==> config.mk <==
export PLATFORM = sky130hd
export DESIGN_NAME = mpif_rx_fifo_reader_flat
export DESIGN_NICKNAME = d
export VERILOG_FILES = /design/src/rtl/mpif_rx_fifo_reader_if.sv /design/src/rtl/mpif_rx_fifo_reader.sv /design/src/flat_wrapper.sv
export SDC_FILE = /design/constraint.sdc
export NUM_CORES = 1
export LEC_CHECK = 0
export ABC_AREA = 0
export CAP_MARGIN = 40
export CELL_PAD_IN_SITES_DETAIL_PLACEMENT = 2
export CELL_PAD_IN_SITES_GLOBAL_PLACEMENT = 2
export CORE_MARGIN = 2
export CORE_UTILIZATION = 30
export CTS_BUF_LIST = sky130_fd_sc_hd__clkbuf_8
export CTS_CLUSTER_SIZE = 16
export DETAILED_ROUTE_END_ITERATION = 10
export PLACE_DENSITY = 0.82
export SKIP_LAST_GASP = 1
export SLEW_MARGIN = 0
export SYNTH_ARGS = -nofsm -noshare
export SYNTH_HDL_FRONTEND = slang
export SYNTH_SLANG_ARGS = --single-unit
==> constraint.sdc <==
create_clock -name rdClk -period 2.35 [get_ports rdClk]
set_input_delay 0.47 -clock rdClk [delete_from_list [all_inputs] [get_ports rdClk]]
set_output_delay 0.47 -clock rdClk [all_outputs]
set_load 0.05 [all_outputs]
==> src/rtl/mpif_rx_fifo_reader_if.sv <==
// FIFO-side and downstream-stream signals of the MPIF RX FIFO reader.
// master = the reader engine, slave = pointer controller / RAM / downstream sink.
interface mpif_rx_fifo_reader_if #(
  parameter int DATAWIDTH = 32
) ();
  logic                 fifoEmpty;
  logic                 fifoPtrsNull;
  logic [DATAWIDTH-1:0] fifoRdData;
  logic                 fifoRead;
  logic                 rdFlush;
  logic                 outValid;
  logic [DATAWIDTH-1:0] outData;
  logic                 outReady;

  modport master (
    input  fifoEmpty, fifoPtrsNull, fifoRdData, outReady,
    output fifoRead, rdFlush, outValid, outData
  );

  modport slave (
    output fifoEmpty, fifoPtrsNull, fifoRdData, outReady,
    input  fifoRead, rdFlush, outValid, outData
  );
endinterface

==> src/rtl/mpif_rx_fifo_reader.sv <==
// Drains the MPIF RX FIFO RAM into a 2-entry skid buffer feeding a valid/ready stream; sequences flushes.
// Latency: first word valid 2 cycles after fifoEmpty falls; 1 word/cycle sustained. Backpressure: reads stop once buffer + in-flight reach 2.
module mpif_rx_fifo_reader #(
  parameter int DATAWIDTH = 32,
  parameter int CNTWIDTH  = 16,
  parameter int FLUSH_MIN = 8
) (
  input  logic                rdClk,
  input  logic                rdHardReset_n,
  input  logic                flushReq,
  output logic                flushDone,
  output logic [CNTWIDTH-1:0] wordCount,
  mpif_rx_fifo_reader_if.master bus
);

  localparam int FCW = $clog2(FLUSH_MIN + 1);
  localparam logic [FCW-1:0] FMIN = FCW'(FLUSH_MIN);

  typedef enum logic { RUN, FLUSH } state_e;

  state_e               state_q, state_d;
  logic                 in_flight_q, in_flight_d;
  logic [1:0]           occ_q, occ_d;
  logic [DATAWIDTH-1:0] head_q, head_d;
  logic [DATAWIDTH-1:0] tail_q, tail_d;
  logic [CNTWIDTH-1:0]  cnt_q, cnt_d;
  logic [FCW-1:0]       fcnt_q, fcnt_d;
  logic                 rd_flush_q, rd_flush_d;
  logic                 flush_done_q, flush_done_d;
  logic                 rd_en;
  logic                 pop;
  logic                 cap;

  assign pop = (occ_q != 2'd0) && bus.outReady;
  assign cap = in_flight_q;

  always_comb begin
    state_d      = state_q;
    in_flight_d  = in_flight_q;
    occ_d        = occ_q;
    head_d       = head_q;
    tail_d       = tail_q;
    cnt_d        = cnt_q;
    fcnt_d       = fcnt_q;
    rd_flush_d   = rd_flush_q;
    flush_done_d = 1'b0;
    rd_en        = 1'b0;
    case (state_q)
      RUN: begin
        if (flushReq) begin
          state_d     = FLUSH;
          occ_d       = 2'd0;
          in_flight_d = 1'b0;
          cnt_d       = '0;
          fcnt_d      = '0;
          rd_flush_d  = 1'b1;
        end else begin
          // A slot freed by this cycle's pop is reusable, which keeps the stream at full rate.
          rd_en = !bus.fifoEmpty &&
                  (({1'b0, occ_q} + {2'b00, in_flight_q}) < (3'd2 + {2'b00, pop}));
          in_flight_d = rd_en;
          if (pop) cnt_d = cnt_q + 1'b1;
          case ({cap, pop})
            2'b10: begin
              if (occ_q == 2'd0) head_d = bus.fifoRdData;
              else               tail_d = bus.fifoRdData;
              occ_d = occ_q + 2'd1;
            end
            2'b01: begin
              head_d = tail_q;
              occ_d  = occ_q - 2'd1;
            end
            2'b11: begin
              if (occ_q == 2'd1) begin
                head_d = bus.fifoRdData;
              end else begin
                head_d = tail_q;
                tail_d = bus.fifoRdData;
              end
            end
            default: ;
          endcase
        end
      end
      default: begin
        in_flight_d = 1'b0;
        if (fcnt_q != FMIN) fcnt_d = fcnt_q + 1'b1;
        if ((fcnt_q == FMIN) && bus.fifoPtrsNull) begin
          flush_done_d = 1'b1;
          // A request landing on the completion cycle chains straight into a fresh flush.
          if (flushReq) begin
            fcnt_d = '0;
          end else begin
            state_d    = RUN;
            rd_flush_d = 1'b0;
          end
        end
      end
    endcase
  end

  always_ff @(posedge rdClk or negedge rdHardReset_n) begin
    if (!rdHardReset_n) begin
      state_q      <= RUN;
      in_flight_q  <= 1'b0;
      occ_q        <= 2'd0;
      head_q       <= '0;
      tail_q       <= '0;
      cnt_q        <= '0;
      fcnt_q       <= '0;
      rd_flush_q   <= 1'b0;
      flush_done_q <= 1'b0;
    end else begin
      state_q      <= state_d;
      in_flight_q  <= in_flight_d;
      occ_q        <= occ_d;
      head_q       <= head_d;
      tail_q       <= tail_d;
      cnt_q        <= cnt_d;
      fcnt_q       <= fcnt_d;
      rd_flush_q   <= rd_flush_d;
      flush_done_q <= flush_done_d;
    end
  end

  assign bus.fifoRead = rd_en;
  assign bus.rdFlush  = rd_flush_q;
  assign bus.outValid = (occ_q != 2'd0);
  assign bus.outData  = head_q;
  assign flushDone    = flush_done_q;
  assign wordCount    = cnt_q;

endmodule
==> src/flat_wrapper.sv <==
// flat-port wrapper written by rule: the top's interface ports become plain ports
module mpif_rx_fifo_reader_flat 
#(
  parameter int DATAWIDTH = 32,
  parameter int CNTWIDTH  = 16,
  parameter int FLUSH_MIN = 8
)
  (rdClk, rdHardReset_n, flushReq, flushDone, wordCount, bus_fifoEmpty, bus_fifoPtrsNull, bus_fifoRdData, bus_outReady, bus_fifoRead, bus_rdFlush, bus_outValid, bus_outData);
  mpif_rx_fifo_reader_if #(.DATAWIDTH(DATAWIDTH)) bus_i ();
  input  logic rdClk;
  input  logic rdHardReset_n;
  input  logic flushReq;
  output logic flushDone;
  output logic [CNTWIDTH-1:0] wordCount;
  input wire logic [$bits(bus_i.fifoEmpty)-1:0] bus_fifoEmpty;
  input wire logic [$bits(bus_i.fifoPtrsNull)-1:0] bus_fifoPtrsNull;
  input wire logic [$bits(bus_i.fifoRdData)-1:0] bus_fifoRdData;
  input wire logic [$bits(bus_i.outReady)-1:0] bus_outReady;
  output wire logic [$bits(bus_i.fifoRead)-1:0] bus_fifoRead;
  output wire logic [$bits(bus_i.rdFlush)-1:0] bus_rdFlush;
  output wire logic [$bits(bus_i.outValid)-1:0] bus_outValid;
  output wire logic [$bits(bus_i.outData)-1:0] bus_outData;
  assign bus_i.fifoEmpty = bus_fifoEmpty;
  assign bus_i.fifoPtrsNull = bus_fifoPtrsNull;
  assign bus_i.fifoRdData = bus_fifoRdData;
  assign bus_i.outReady = bus_outReady;
  assign bus_fifoRead = bus_i.fifoRead;
  assign bus_rdFlush = bus_i.rdFlush;
  assign bus_outValid = bus_i.outValid;
  assign bus_outData = bus_i.outData;
  mpif_rx_fifo_reader #(.DATAWIDTH(DATAWIDTH), .CNTWIDTH(CNTWIDTH), .FLUSH_MIN(FLUSH_MIN)) u_core (.rdClk(rdClk), .rdHardReset_n(rdHardReset_n), .flushReq(flushReq), .flushDone(flushDone), .wordCount(wordCount), .bus(bus_i));
endmodule
; Word level (Yosys, flattened, before mapping)
; Cells that the tools add are included.
[word_totals]
output_inout_bits = 52
register_bits = 90
[op_classes]
add_sub_neg = 6
n_eq_ne = 11
reduce_logical = 16
n_bitwise = 2
n_mux = 26
order_cmp = 1
[ops]
columns = cell, count
row1 = two-way mux 32 bit, 4
row2 = case mux 32 bit (3 select lines), 1
row3 = case mux 32 bit (2 select lines), 1
row4 = two-way mux 16 bit, 2
row5 = two-way mux 4 bit, 5
row6 = "adder 16 x 1 -> 16 bit, second input constant", 1
row7 = two-way mux 1 bit, 11
row8 = "!= test 2 bit, second input constant", 4
row9 = nonzero test 2 bit, 4
row10 = nonzero test 3 bit, 2
row11 = AND reduction 5 bit, 1
row12 = "adder 4 x 1 -> 4 bit, second input constant", 1
row13 = "equality test 2 x 1 -> 1 bit, second input constant", 2
row14 = "equality test 2 bit, second input constant", 2
row15 = "equality test 4 bit, second input constant", 1
row16 = "!= test 4 bit, second input constant", 1
row17 = case mux 2 bit (2 select lines), 1
row18 = AND reduction 2 bit, 2
row19 = AND reduction 4 bit, 1
row20 = adder 2 x 1 -> 3 bit, 1
row21 = "adder 2 x 1 -> 3 bit, first input constant", 1
row22 = logical AND 1 bit, 3
row23 = < comparator 3 bit, 1
row24 = AND reduction 3 bit, 1
row25 = 7 further kinds, 8

; Longest topological paths before layout
[logic_depth]
depth_word = 7
depth_mapped = 8
mapped_depth_nobuf = 6

; Worst setup path after synthesis
; No wires, ideal clock.
[synth_timing]
kind = flip-flop to output port
startpoint = reg u_core.occ_q[0]
endpoint = out bus_fifoRead
slack_ps = 287
arrival_time_ps = 1593
required_time_ps = 1880
n_path_buf = 1
stages_incl_launch_ff = 7
path_cell_list = dfrtp_1 inv_1 ha_1 nand2b_1 clkbuf_1 o21ai_0 and3_1
[synth_between]
elab_chain_len = 7
[synth_rtl]
columns = item, line
row1 = start: declaration, mpif_rx_fifo_reader.sv:23  ; logic [1:0] occ_q, occ_d;
row2 = start signal: assignment, mpif_rx_fifo_reader.sv:106  ; occ_q <= 2'd0;
row3 = start signal: assignment, mpif_rx_fifo_reader.sv:116  ; occ_q <= occ_d;
row4 = nonzero test 2 bit, mpif_rx_fifo_reader.sv:34  ; assign pop = (occ_q != 2'd0) && bus.outReady;
row5 = logical AND 1 bit, mpif_rx_fifo_reader.sv:34
row6 = adder 2 x 1 -> 3 bit, mpif_rx_fifo_reader.sv:60  ; (({1'b0, occ_q} + {2'b00, in_flight_q}) < (3'd2 + {2'b00, pop}));
row7 = < comparator 3 bit *, mpif_rx_fifo_reader.sv:60
row8 = logical AND 1 bit *, mpif_rx_fifo_reader.sv:59  ; rd_en = !bus.fifoEmpty &&
row9 = two-way mux 1 bit *, mpif_rx_fifo_reader.sv:50  ; if (flushReq) begin
row10 = two-way mux 1 bit *, mpif_rx_fifo_reader.sv:48  ; case (state_q)
row11 = end: declaration, flat_wrapper.sv:19  ; output wire logic [$bits(bus_i.fifoRead)-1:0] bus_fifoRead;
; Every way passes the cells marked *; elsewhere a longest branch is shown, timed or not.

; Final worst setup path
; Same ends and word-level chain as after synthesis.

==> metrics.md <==
| Metric | Value |
|---|---|
| CP max stage delay | `roughly 0.40 ns` |
| Largest net degree at the start of global routing | `between 60 and 70` |
| Core ar. | `roughly 0.013 sq mm` |
| Worst EP required | `approximately 1.9 ns` |
| Slew @ Worst Pin | `around 0.56 ns` |
| EDFF count, synth | `0` |
| Area contributors post-synth | `dfrtp_1 (55%), mux2_2 (8.5%), mux2i_1 (7.8%)` |
| Die W | `between 100 and 150 um` |
| Rows | `42` |
| Status | `complete, no violations` |
| Leakage | `between 0.002 and 0.003 uW` |
| Async SR Flop Fraction | `1.00` |
| Antenna cells | `0` |
| Cell variety after synth | `42` |
| DRT iter0 DRCs | `between 80 and 90` |
| RSZ-0062 raised after global routing | `false` |
| Vias in the first global route | `approximately 3.6k` |
| Clock skew | `roughly 0.0078 ns` |
| CP Capture Type | `primary output` |
| Worst path cell trace | `inv_1, ha_2, nand2b_1, o21ai_1, and3_4, buf_12` |
| CTS Sinks | `90` |
| Die footprint | `approximately 0.015 sq mm` |
| Initial core utilization | `0.309` |
| Pre-CTS setup slack | `between 0.15 and 0.2 ns` |
| Most frequent cell after synthesis | `dfrtp_1` |
| Share of layout cells above drive strength 1 | `0.153` |
| Vias | `approximately 3.2k` |
| DP HPWL | `7780 um` |
| # setup viols final | `0` |
| CTS buffer count | `9` |
| Htree depth | `3` |
| GPL Wtd Cong | `0.726` |
| Rel. slew slack | `0.629` |
| Max-slew violation total from the final report | `0` |
| IO Port Bufs | `89` |
| Drt drc | `0` |
| Routed WL | `between 10000 and 15000 um` |
| First-pass GRT wire length | `roughly 18000 um` |
| Max-Cap Viols | `0` |
| Reg2reg setup slack | `about 0.5 ns` |
| TNS Setup | `0 ns` |
| Final Cycle Share | `0.925` |
| Post-Syn Area per Cell | `around 11 sq um` |
| Worst Hold Class | `in2async` |
| Routed wire per std cell | `~17 um` |
| Final Critical Period | `between 2 and 2.5 ns` |
| Antenna viol nets, final | `0` |
| Yosys top cell by area | `dfrtp_1` |
| Ys Warns | `0` |
| CTS Root Cell | `clkbuf_8` |
| # IOs | `90` |
| FF+latch area | `about 0.0023 sq mm` |
| Worst-skew pair later-pin latency | `0.37 ns` |
| Synth top area share | `0.546` |
| Gr usage total | `0.160` |
| Post-Syn Area | `just over 0.004 sq mm` |
| Peak supply drop | `0.507 mV` |
| Slowest cell on crit path | `dfrtp_1` |
| Crit path kind | `reg2out` |
| Post-synth top cells | `dfrtp_1 (90), nor2_1 (44), a21oi_1 (41)` |
| Worst setup SP type | `flip-flop` |
| Area growth syn-to-layout | `32.9%` |
| CTS Buffer Depth | `2` |
| Footprint of the multi-input gates | `around 0.0017 sq mm` |
| Remaining Overflow, GRT | `0` |
| Yosys reg bits | `90` |
| CP Max Fanout | `4` |
| Synth Flop Type | `dfrtp_1` |
| Buf/Inv on CP | `2` |
| First-pass iteration count of the detailed router | `4` |
| Critical path's top delay family | `flip-flops` |
| Die Y | `around 120 um` |
| Clk pin slew, worst setup/hold paths | `0.09 ns` |
| PwrDens | `1130 mW/mm^2` |
| Fmax | `around 460 MHz` |
| Clock tree from TritonCTS | `yes` |
| Syn Nets | `about 410` |
| Final net count | `about 500` |
| Layout filler cell count | `1409` |
| Gate Count Post-Synth | `363` |
| Arrival time worst endpoint | `roughly 1.7 ns` |
| Fin. Hold Viols | `0` |
| Drt via density | `between 4 and 5` |
| Initial antenna violation count | `0` |
| Seq/Total Area, Yosys | `0.546` |
| Final Worst Setup Slack | `between 0.15 and 0.2 ns` |
[report_power, final]
group	internal [uW]	switching, uW
clock network	544	559
logic	1020	1850
registers	1930	287
[metrics by stage]
stage / util / hold WS, ns / cell area (sq um) / power [uW] / std cells
2_1_floorplan: - / 0.174 / 4130 / 4060 / 363
3_3_place_gp: 0.394 / 0.477 / 5260 / 5000 / 617
3_5_place_dp: 0.394 / 0.489 / 5260 / 5130 / 617
4_1_cts: 0.411 / 0.0780 / 5480 / 6300 / 635
5_1_grt: 0.411 / 0.0835 / 5490 / 6570 / 635
6_report: 0.411 / 0.0723 / 5490 / 6190 / 635
[logic make-up after synthesis]
kind of cell / share of synthesized area
xor gates and xnor gates: 0.0212
and+or+nand+nor: 0.106
buffers and inverters: 0.0364
DFF: 0.546
muxes: 0.165
adders and majority gates: 0.0212
AOI/OAI and AO/OA: 0.105
[registers in the layout (all words and copies together) (netlist names)]
name / cells
u_core.cap: 1
u_core.fcnt_q: 4
u_core.wordCount: 16
u_core.bus.rdFlush: 1
u_core.state_q: 1
u_core.occ_q: 2
u_core.tail_q: 32
u_core.flushDone: 1
u_core.bus.outData: 32
[layout make-up]
cell class / count / area share
inverter: 8 / 0.00547
clock buffer: 11 / 0.0276
tap: 176 / 0.0401
timing repair buffer: 101 / 0.189
sequential: 90 / 0.411
clock inverter: 5 / 0.00958
multi-input combinational: 244 / 0.318
[what timing repair did]
action                     in CTS  in global routing
buffers inserted                2                  0
setup endpoints to repair       1                  1
gates resized for setup         2                  1
hold buffers                    0                  0
gates cloned                    0                  0
[worst reg2reg max path: cells and delay by family, from the launching register on]
kind / cells / cell delay, ns
buffers and inverters: 3 / 0.49
adders and majority gates: 1 / 0.21
DFF: 1 / 0.40
and+or+nand+nor: 2 / 0.31
AOI/OAI and AO/OA: 2 / 0.35
[cell usage in the layout, fill, tap and decap left out, drive strengths merged, types with 2 or more instances in the layout]
cell           count
dfrtp             90
clkdlybuf4s50     86
nor2              45
a21oi             41
mux2i             32
mux2              32
nand2             16
buf               15
o21ai             14
clkbuf            11
inv                8
xor2               8
ha                 7
or3                6
and3               6
o2111ai            6
nand4              4
nor2b              4
o211ai             3
clkinv             3
nor3               2
xnor2              2
and4               2
and3b              2
[worst paths after layout]
kind,startpoint,end,cells after the start
min,rdHardReset_n,u_core.wordCount[10]$_DFFE_PN0P_,1
min reg2reg,u_core.tail_q[2]$_DFFE_PN0P_,u_core.tail_q[2]$_DFFE_PN0P_,1
max in group asynchronous,rdHardReset_n,u_core.bus.outData[5]$_DFFE_PN0P_,2
min in group rdClk,u_core.tail_q[2]$_DFFE_PN0P_,u_core.tail_q[2]$_DFFE_PN0P_,1
max reg2reg,u_core.occ_q[0]$_DFFE_PN0P_,u_core.bus.outData[30]$_DFFE_PN0P_,8
max,u_core.occ_q[0]$_DFFE_PN0P_,bus_fifoRead,6
[routing by layer]
layer | vias up | GRT usage | share of wire
met2 | 61 | 0.281 | 0.53
met1 | 1628 | 0.194 | 0.42
li1 | 1453 | - | -
met4 | 0 | 0.0532 | 0.014
met5 | - | 0 | 0
met3 | 10 | 0.0352 | 0.039
Power figures use the tool's default switching activity.
